===== src/rtl/seven_segment_pkg.sv =====
// Shared seven-segment definitions: segment bit positions, the 16 hex glyphs
// (same table the ROM encoder drives) and the scan decoder state type.
package seven_segment_pkg;

   localparam int SEG_A  = 0;
   localparam int SEG_B  = 1;
   localparam int SEG_C  = 2;
   localparam int SEG_D  = 3;
   localparam int SEG_E  = 4;
   localparam int SEG_F  = 5;
   localparam int SEG_G  = 6;
   localparam int SEG_DP = 7;

   // Index is the hex value; bit0 = a ... bit6 = g, active-high.
   localparam logic [6:0] SEG_PATTERNS [16] = '{
      7'h3F, 7'h06, 7'h5B, 7'h4F, 7'h66, 7'h6D, 7'h7D, 7'h07,
      7'h7F, 7'h6F, 7'h77, 7'h7C, 7'h39, 7'h5E, 7'h79, 7'h71
   };

   typedef enum logic [1:0] {
      IDLE,
      SETTLE,
      CAPTURE,
      HOLD
   } scan_state_t;

endpackage


===== src/rtl/seven_segment_pattern_decode.sv =====
// Combinational inverse of the seven-segment ROM: maps a 7-bit glyph back to
// its hex nibble and flags glyphs that are not in the table.
module seven_segment_pattern_decode
   import seven_segment_pkg::*;
(
   input  logic [6:0] i_seg,
   output logic       o_legal,
   output logic [3:0] o_nibble
);

   logic [6:0] w_segs;

   assign w_segs = {i_seg[SEG_G], i_seg[SEG_F], i_seg[SEG_E], i_seg[SEG_D],
                    i_seg[SEG_C], i_seg[SEG_B], i_seg[SEG_A]};

   always_comb begin
      o_legal  = 1'b0;
      o_nibble = 4'h0;
      for (int i = 0; i < 16; i++) begin
         if (w_segs == SEG_PATTERNS[i]) begin
            o_legal  = 1'b1;
            o_nibble = 4'(i);
         end
      end
   end

endmodule


===== src/rtl/seven_segment_scan_decoder.sv =====
// Watches a multiplexed seven-segment bus, waits for each digit to settle and
// captures the decoded nibble into the slot selected by the one-hot enables.
module seven_segment_scan_decoder
   import seven_segment_pkg::*;
#(
   parameter int NUM_DIGITS    = 4,
   parameter int STABLE_CYCLES = 4,
   parameter int CNT_W         = 8
)
(
   input  logic                    i_clk,
   input  logic                    i_rst,
   input  logic [7:0]              i_seg,
   input  logic [NUM_DIGITS-1:0]   i_an,
   input  logic                    i_err_clr,
   output logic [4*NUM_DIGITS-1:0] o_digits,
   output logic [NUM_DIGITS-1:0]   o_dp_out,
   output logic [NUM_DIGITS-1:0]   o_digit_valid,
   output logic                    o_upd,
   output logic [2:0]              o_upd_idx,
   output logic                    o_frame_valid,
   output logic                    o_err_pattern,
   output logic                    o_err_onehot
);

   localparam logic [CNT_W-1:0] STABLE_N = CNT_W'(STABLE_CYCLES);

   logic [7:0]                  r_sSeg;
   logic [NUM_DIGITS-1:0]       r_sAn;
   logic [CNT_W-1:0]            r_cnt;
   logic [CNT_W-1:0]            w_cntNext;
   logic                        w_changed;
   scan_state_t                 r_state;
   scan_state_t                 w_stateNext;

   logic [NUM_DIGITS-1:0][3:0]  r_digits;
   logic [NUM_DIGITS-1:0]       r_dp;
   logic [NUM_DIGITS-1:0]       r_valid;
   logic [NUM_DIGITS-1:0]       r_seen;
   logic                        r_upd;
   logic [2:0]                  r_updIdx;
   logic                        r_frameValid;
   logic                        r_errPattern;
   logic                        r_errOnehot;

   logic                        w_legal;
   logic [3:0]                  w_nibble;
   logic                        w_oneHot;
   logic [2:0]                  w_idx;
   logic [NUM_DIGITS-1:0]       w_seenMerged;

   // The counter tracks how long the incoming sample has matched the last one.
   always_comb begin
      w_changed = (i_seg != r_sSeg) || (i_an != r_sAn);
      if (w_changed) begin
         w_cntNext = CNT_W'(1);
      end else if (r_cnt >= STABLE_N) begin
         w_cntNext = r_cnt;
      end else begin
         w_cntNext = r_cnt + 1'b1;
      end
   end

   always_comb begin
      w_stateNext = r_state;
      if (i_an == '0) begin
         w_stateNext = IDLE;
      end else if (w_cntNext < STABLE_N) begin
         w_stateNext = SETTLE;
      end else if (w_changed || r_state == IDLE || r_state == SETTLE) begin
         w_stateNext = CAPTURE;
      end else begin
         w_stateNext = HOLD;
      end
   end

   always_ff @(posedge i_clk) begin
      if (i_rst) begin
         r_state <= IDLE;
         r_cnt   <= '0;
         r_sSeg  <= '0;
         r_sAn   <= '0;
      end else begin
         r_state <= w_stateNext;
         r_cnt   <= w_cntNext;
         r_sSeg  <= i_seg;
         r_sAn   <= i_an;
      end
   end

   seven_segment_pattern_decode u_decode (
      .i_seg    (r_sSeg[6:0]),
      .o_legal  (w_legal),
      .o_nibble (w_nibble)
   );

   always_comb begin
      w_oneHot     = $onehot(r_sAn);
      w_seenMerged = r_seen | r_sAn;
      w_idx        = 3'd0;
      for (int i = 0; i < NUM_DIGITS; i++) begin
         if (r_sAn[i]) begin
            w_idx = 3'(i);
         end
      end
   end

   // A capture writes the slot on the edge that leaves CAPTURE; a new error
   // outranks a simultaneous clear.
   always_ff @(posedge i_clk) begin
      if (i_rst) begin
         r_digits     <= '0;
         r_dp         <= '0;
         r_valid      <= '0;
         r_seen       <= '0;
         r_upd        <= 1'b0;
         r_updIdx     <= 3'd0;
         r_frameValid <= 1'b0;
         r_errPattern <= 1'b0;
         r_errOnehot  <= 1'b0;
      end else begin
         r_upd        <= 1'b0;
         r_frameValid <= 1'b0;
         if (i_err_clr) begin
            r_errPattern <= 1'b0;
            r_errOnehot  <= 1'b0;
         end
         if (r_state == CAPTURE) begin
            if (w_oneHot) begin
               r_upd    <= 1'b1;
               r_updIdx <= w_idx;
               for (int i = 0; i < NUM_DIGITS; i++) begin
                  if (r_sAn[i]) begin
                     if (w_legal) begin
                        r_digits[i] <= w_nibble;
                        r_dp[i]     <= r_sSeg[SEG_DP];
                        r_valid[i]  <= 1'b1;
                     end else begin
                        r_valid[i]  <= 1'b0;
                     end
                  end
               end
               if (!w_legal) begin
                  r_errPattern <= 1'b1;
               end
               if (&w_seenMerged) begin
                  r_frameValid <= 1'b1;
                  r_seen       <= '0;
               end else begin
                  r_seen       <= w_seenMerged;
               end
            end else begin
               r_errOnehot <= 1'b1;
            end
         end
      end
   end

   assign o_digits      = r_digits;
   assign o_dp_out      = r_dp;
   assign o_digit_valid = r_valid;
   assign o_upd         = r_upd;
   assign o_upd_idx     = r_updIdx;
   assign o_frame_valid = r_frameValid;
   assign o_err_pattern = r_errPattern;
   assign o_err_onehot  = r_errOnehot;

endmodule

===== config.mk =====
export PLATFORM = sky130hd
export DESIGN_NAME = seven_segment_scan_decoder
export DESIGN_NICKNAME = d
export VERILOG_FILES = /design/src/rtl/seven_segment_pkg.sv /design/src/rtl/seven_segment_pattern_decode.sv /design/src/rtl/seven_segment_scan_decoder.sv
export SDC_FILE = /design/constraint.sdc
export NUM_CORES = 1
export LEC_CHECK = 0
export ABC_AREA = 1
export BUFFER_PORTS_ARGS = -buffer_cell sky130_fd_sc_hd__buf_4
export CAP_MARGIN = 30
export CORE_ASPECT_RATIO = 2
export CORE_MARGIN = 5
export CORE_UTILIZATION = 50
export CTS_CLUSTER_SIZE = 28
export DETAILED_ROUTE_END_ITERATION = 16
export PLACE_DENSITY_LB_ADDON = 0.1
export SLEW_MARGIN = 20
export SYNTH_ARGS = -nofsm -noshare
export SYNTH_HDL_FRONTEND = slang
export SYNTH_SLANG_ARGS = --single-unit

===== constraint.sdc =====
create_clock -name i_clk -period 4.55 [get_ports i_clk]
set_input_delay 0.2275 -clock i_clk [delete_from_list [all_inputs] [get_ports i_clk]]
set_output_delay 0.2275 -clock i_clk [all_outputs]
set_load 0.005 [all_outputs]

# Word-level counts from Yosys, hierarchy flattened

Cells that the tools add are included.
Widths: inputs -> output; s select.

Register bits: 57
Word-level logic and storage cells: 121
Output and inout port bits: 31
Input port bits: 15

Add/subtract/negate cells: 4
Reductions and logical operators: 19
Mux-type cells: 49
Eq/ne operators: 21
Order comparisons: 2
Bitwise gates (word level): 3

Operators with widths:

| operator            | count |
|---|---|
| $eq 7x7->1 const B  | 12 |
| $mux 4              | 9 |
| $mux 1              | 30 |
| $reduce_and 4->1    | 5 |
| $mux 3              | 6 |
| $mux 8              | 2 |
| $eq 7x3->1 const B  | 2 |
| $eq 7x6->1 const B  | 2 |
| $reduce_and 3->1    | 4 |
| $add 8x1->8 const B | 1 |
| $ge 8x3->1 const B  | 1 |
| $lt 8x3->1 const B  | 1 |
| $ne 8x8->1          | 1 |
| $reduce_or 3->1     | 2 |
| $add 1x1->2         | 2 |
| $logic_not 4->1     | 1 |
| $mux 2              | 2 |
| $ne 4x4->1          | 1 |
| $or 4x4->4          | 1 |
| $reduce_or 2->1     | 2 |
| $add 2x2->3         | 1 |
| $eq 3x1->1 const B  | 1 |
| $logic_or 1x1->1    | 3 |
| $eq 2x1->1 const B  | 1 |
| other kinds (4)     | 5 |

# Longest topological paths before layout

Depth after elaboration: 20
Gate-level depth with buffers: 15
Depth with buffers taken out: 13

# Cells and area by module

From an unflattened synthesis, not the netlist that was laid out.

Cell total of the unflattened synthesis: 355
Area, all modules: 2541.2 µm²

Modules (own cells, without submodules):

| module                       | times used | area an instance (µm²) | sequential area each (µm²) | cells each |
|---|---|---|---|---|
| seven_segment_scan_decoder   | 1          | 2242.2                 | 1121.1                     | 288 |
| seven_segment_pattern_decode | 1          | 299.0                  | 0.0                        | 67 |

# Worst setup path after synthesis

No wires, ideal clock.

Kind: reg2reg
Start point: reg r_sAn[0]
End point: reg r_digits (netlist bit o_digits[12])
Period minus slack after synthesis: 2.555 ns
Setup slack: 1.995 ns
Library setup time: 0.113 ns
Arrival: 2.441 ns
Required time: 4.437 ns
Cell stages (with the launch flop): 12
Cells stage by stage: dfxtp_1 -> inv_1 -> fa_1 -> inv_1 -> ha_1 -> ha_1 -> nor3_1 -> nand2_2 -> nor2_1 -> nand2_1 -> nor2_1 -> nor2_1

Longest elaborated chain between the ends: 4

Ends and longest elaborated chain:

| item                              | line                              | RTL |
|---|---|---|
| from (decl)                       | seven_segment_scan_decoder.sv:29  | `logic [NUM_DIGITS-1:0] r_sAn;` |
| from (signal assigned)            | seven_segment_scan_decoder.sv:87  | `r_sAn <= i_an;` |
| $add 1x1->2 (implied by the code) | seven_segment_scan_decoder.sv:98  | `w_oneHot = $onehot(r_sAn);` |
| $add 2x2->3 (implied by the code) | seven_segment_scan_decoder.sv:98  |  |
| $eq 3x1->1                        | seven_segment_scan_decoder.sv:98  |  |
| $reduce_and 4->1 (no line)        | --                                |  |
| to (signal, indexed assignment)   | seven_segment_scan_decoder.sv:135 | `r_digits[i] <= w_nibble;` |
| to (decl)                         | seven_segment_scan_decoder.sv:36  | `logic [NUM_DIGITS-1:0][3:0] r_digits;` |

No other way between the ends.
A chain may end at the register's enable or synchronous reset.

# Worst setup path after layout

Start point: reg r_sAn[0]
End point: reg r_digits (netlist bit o_digits[13])

The elaborated chain is that of the path after synthesis.

==> results.sh <==
export IMPL_post_cts_buffers=0
export IMPL_cts_root_buf="clkbuf_8"
export IMPL_fin_crit_sh=0.6403
export IMPL_cts_tree="built"
export IMPL_netlist_cell_type_count=29
export IMPL_syn_cell_area_mm2=0.002675
export IMPL_wirelength_um=6349
export IMPL_cp_cell_sequence="inv_1, fa_1, inv_1, ha_1, ha_1, nor3_1, nand2_2, nor2_1, nand2_1, nand2_1, nand2_1, nor2_1"
export IMPL_min_period_ns=2.914
export IMPL_core_area_mm2=0.005185
export IMPL_routedWlPerCell_um=12.80
export IMPL_ys_flop_type="dfxtp_1"
export IMPL_start_kind="flop"
export IMPL_crit_path_end="o_digits[13]"
export IMPL_worstHoldPathType="input port to flop"
export IMPL_area_growth_pct=16.28
export IMPL_path_common_cell="nand2_1"
export IMPL_yosysWarnings=0
export IMPL_grt_overflow=0
export IMPL_htreeDepth=2
export IMPL_stdcell_area_mm2=0.003110
export IMPL_cp_required_ns=4.82
export IMPL_cts_hold_buffers=0
export IMPL_ir_worst_vdd_mv=0.3319
export IMPL_ctsResizeCount=0
export IMPL_start_util=0.5159
export IMPL_setup_tns_ns=0
export IMPL_cts_buffers=5
export IMPL_syn_inst=396
export IMPL_dpl_hpwl_um=5018
export IMPL_finalSetupViolCount=0
export IMPL_placed_area_mm2=0.003013
export IMPL_startpoint="r_sAn[0]"
export IMPL_synth_top_area_share=0.4191
export IMPL_seq_area_mm2=0.001121
export IMPL_synth_nets=416
export IMPL_synthArstFlopShare=0
export IMPL_fin_worst_skew_ns=0.01478
export IMPL_nets=457
export IMPL_dieHeight_um=113.4
export IMPL_post_drt_via_cell_ratio=4.917
export IMPL_routabilityCongestion=0.8994
export IMPL_drt_iter0_markers=111
export IMPL_port_buffers=44
export IMPL_power_density_mw_per_mm2=275.0
export IMPL_drt_drc_violations_left=0
export IMPL_clkTransAtPathRegs_ns=0.11
export IMPL_clk_latency_ns=0.32
export IMPL_boundaryPins=46
export IMPL_synth_area_top_cells="dfxtp_1 (42%), nor2_1 (13%), nand2_1 (12%)"
export IMPL_grt_max_degree=27
export IMPL_antenna_found_initial=0
export IMPL_status="finished, final reports clean"
export IMPL_avgSynthCellArea_um2=6.755
export IMPL_cts_sinks=56
export IMPL_reg2reg_depth=12
export IMPL_worst_path_max_delay_cell="fa_1"
export IMPL_clock_fmax_ghz=0.3432
export IMPL_cp_max_fo=10
export IMPL_r2r_slack_ns=1.64
export IMPL_diodes=0
export IMPL_maxSlewViolCount=0
export IMPL_critical_path_max_stage_delay_ns=0.54
export IMPL_grt_pass1_wl_um=10720
export IMPL_grt_use_total=0.2036
export IMPL_finalHoldViolCount=0
export IMPL_dr_total_vias=2439
export IMPL_dr_pass1_iters=5
export IMPL_tightestPinTransition_ns=0.7327
export IMPL_synth_seq_area_share=0.4191
export IMPL_end_kind="flop"
export IMPL_rsz0062_at_grt="false"
export IMPL_ant_nets=0
export IMPL_r2r_start="r_sAn[0]"
export IMPL_synth_top_area_cell="dfxtp_1"
export IMPL_p_leak_nw=1.567
export IMPL_crit_type="flop to flop"
export IMPL_multiInputGateArea_mm2=0.001252
export IMPL_final_common_cell="nor2_1"
export IMPL_slew_headroom=0.5110
export IMPL_drive_above_1_share=0.1712
export IMPL_clockBufferDepth=2
export IMPL_maxCapViolCount=0
export IMPL_num_rows=37
export IMPL_cp_arrival_ns=3.18
export IMPL_rr_endpoint="o_digits[13]"
export IMPL_holdWs_ns=0.1311
export IMPL_nFillCells=525
export IMPL_grt_pass1_vias=2468
export IMPL_die_w_um=61.72
export IMPL_synth_edff_count=0
export IMPL_ys_ff_latch=56
export IMPL_dieArea_mm2=0.007002
export IMPL_final_cell_mix="nor2_1 (93), nand2_1 (83), inv_1 (56), dfxtp_1 (56), buf_4 (44)"
-- cell families after synthesis --
family / Yosys count / synth area share
simple gates: 226 / 0.3587
flops: 56 / 0.4191
xor+xnor: 9 / 0.02947
compound gates: 26 / 0.05239
buf+inv: 73 / 0.1127
fa+ha+maj: 5 / 0.02619
other cells: 1 / 0.001402
-- metal layers --
layer | part of all wire | global-route usage
met1 | 0.37 | 0.2076
met2 | 0.56 | 0.3646
met3 | 0.031 | 0.03511
met4 | 0.040 | 0.1147
met5 | 0 | 0
-- registers in the layout (all words and copies together) (netlist names), 2 cells and up --
signal and flops:
r_sAn 4, r_state 2, r_cnt 8, o_upd_idx 2
o_digits 16, r_seen 4, r_sSeg 8, o_digit_valid 4
o_dp_out 4
-- stage by stage --
stage / util / total power [W] / instances / setup WS, ns
after floorplan: - / 0.0005609 / 396 / 1.995
after global placement: 0.5811 / 0.0005794 / 488 / 1.741
after detailed placement: 0.5811 / 0.0005817 / 488 / 1.638
after CTS: 0.5999 / 0.0008650 / 496 / 1.639
after global routing: 0.5999 / 0.0008965 / 496 / 1.404
final: 0.5999 / 0.0008554 / 496 / 1.636
-- worst max-delay path, delay by kind of cell (launching register included) --
kind | cells | cell delay, ns
flip-flops | 1 | 0.36
AND/OR/NAND/NOR | 7 | 1.40
buffers and inverters | 2 | 0.14
adder cells (fa/ha/maj) | 3 | 0.97
-- Yosys cell counts (3+ instances only) --
master    instances
a21oi_1          17
buf_4             4
clkbuf_1          4
dfxtp_1          56
ha_1              4
inv_1            56
inv_2             7
nand2_1          83
nand2_2           5
nand2_4           3
nand3_1          21
nand4_1           5
nor2_1           93
nor2_2            7
nor3_1            6
o21ai_0           4
xor2_1            9
-- area by class of cell --
type,count,area share
multi-input cells,267,0.4027
flip-flops and latches,56,0.3604
repair buffers,44,0.1062
inverters,63,0.07603
clock buffers,6,0.02655
well taps,58,0.02333
clock inverters,2,0.004827
-- worst min path at each step --
stage | end | cells after the start | from | slack [ns]
after CTS | r_sSeg[0] | 3 | i_seg[0] | 0.12
after global routing | r_sSeg[4] | 3 | i_seg[4] | 0.13
final | r_sSeg[4] | 3 | i_seg[4] | 0.13
after global placement | r_cnt[6] | 2 | r_cnt[6] | 0.41
after floorplan | r_sAn[2] | 2 | i_an[2] | 0.33
after detailed placement | r_cnt[6] | 2 | r_cnt[6] | 0.42
-- power by group --
part	switching [W]	leakage, nW	internal, W
clock	0.000162	0.0434	0.000124
combinational	0.0000396	1.07	0.0000245
sequential	0.00000893	0.455	0.000497
total	0.000211	1.57	0.000645
Note: power is estimated with default switching activity, not from simulation.
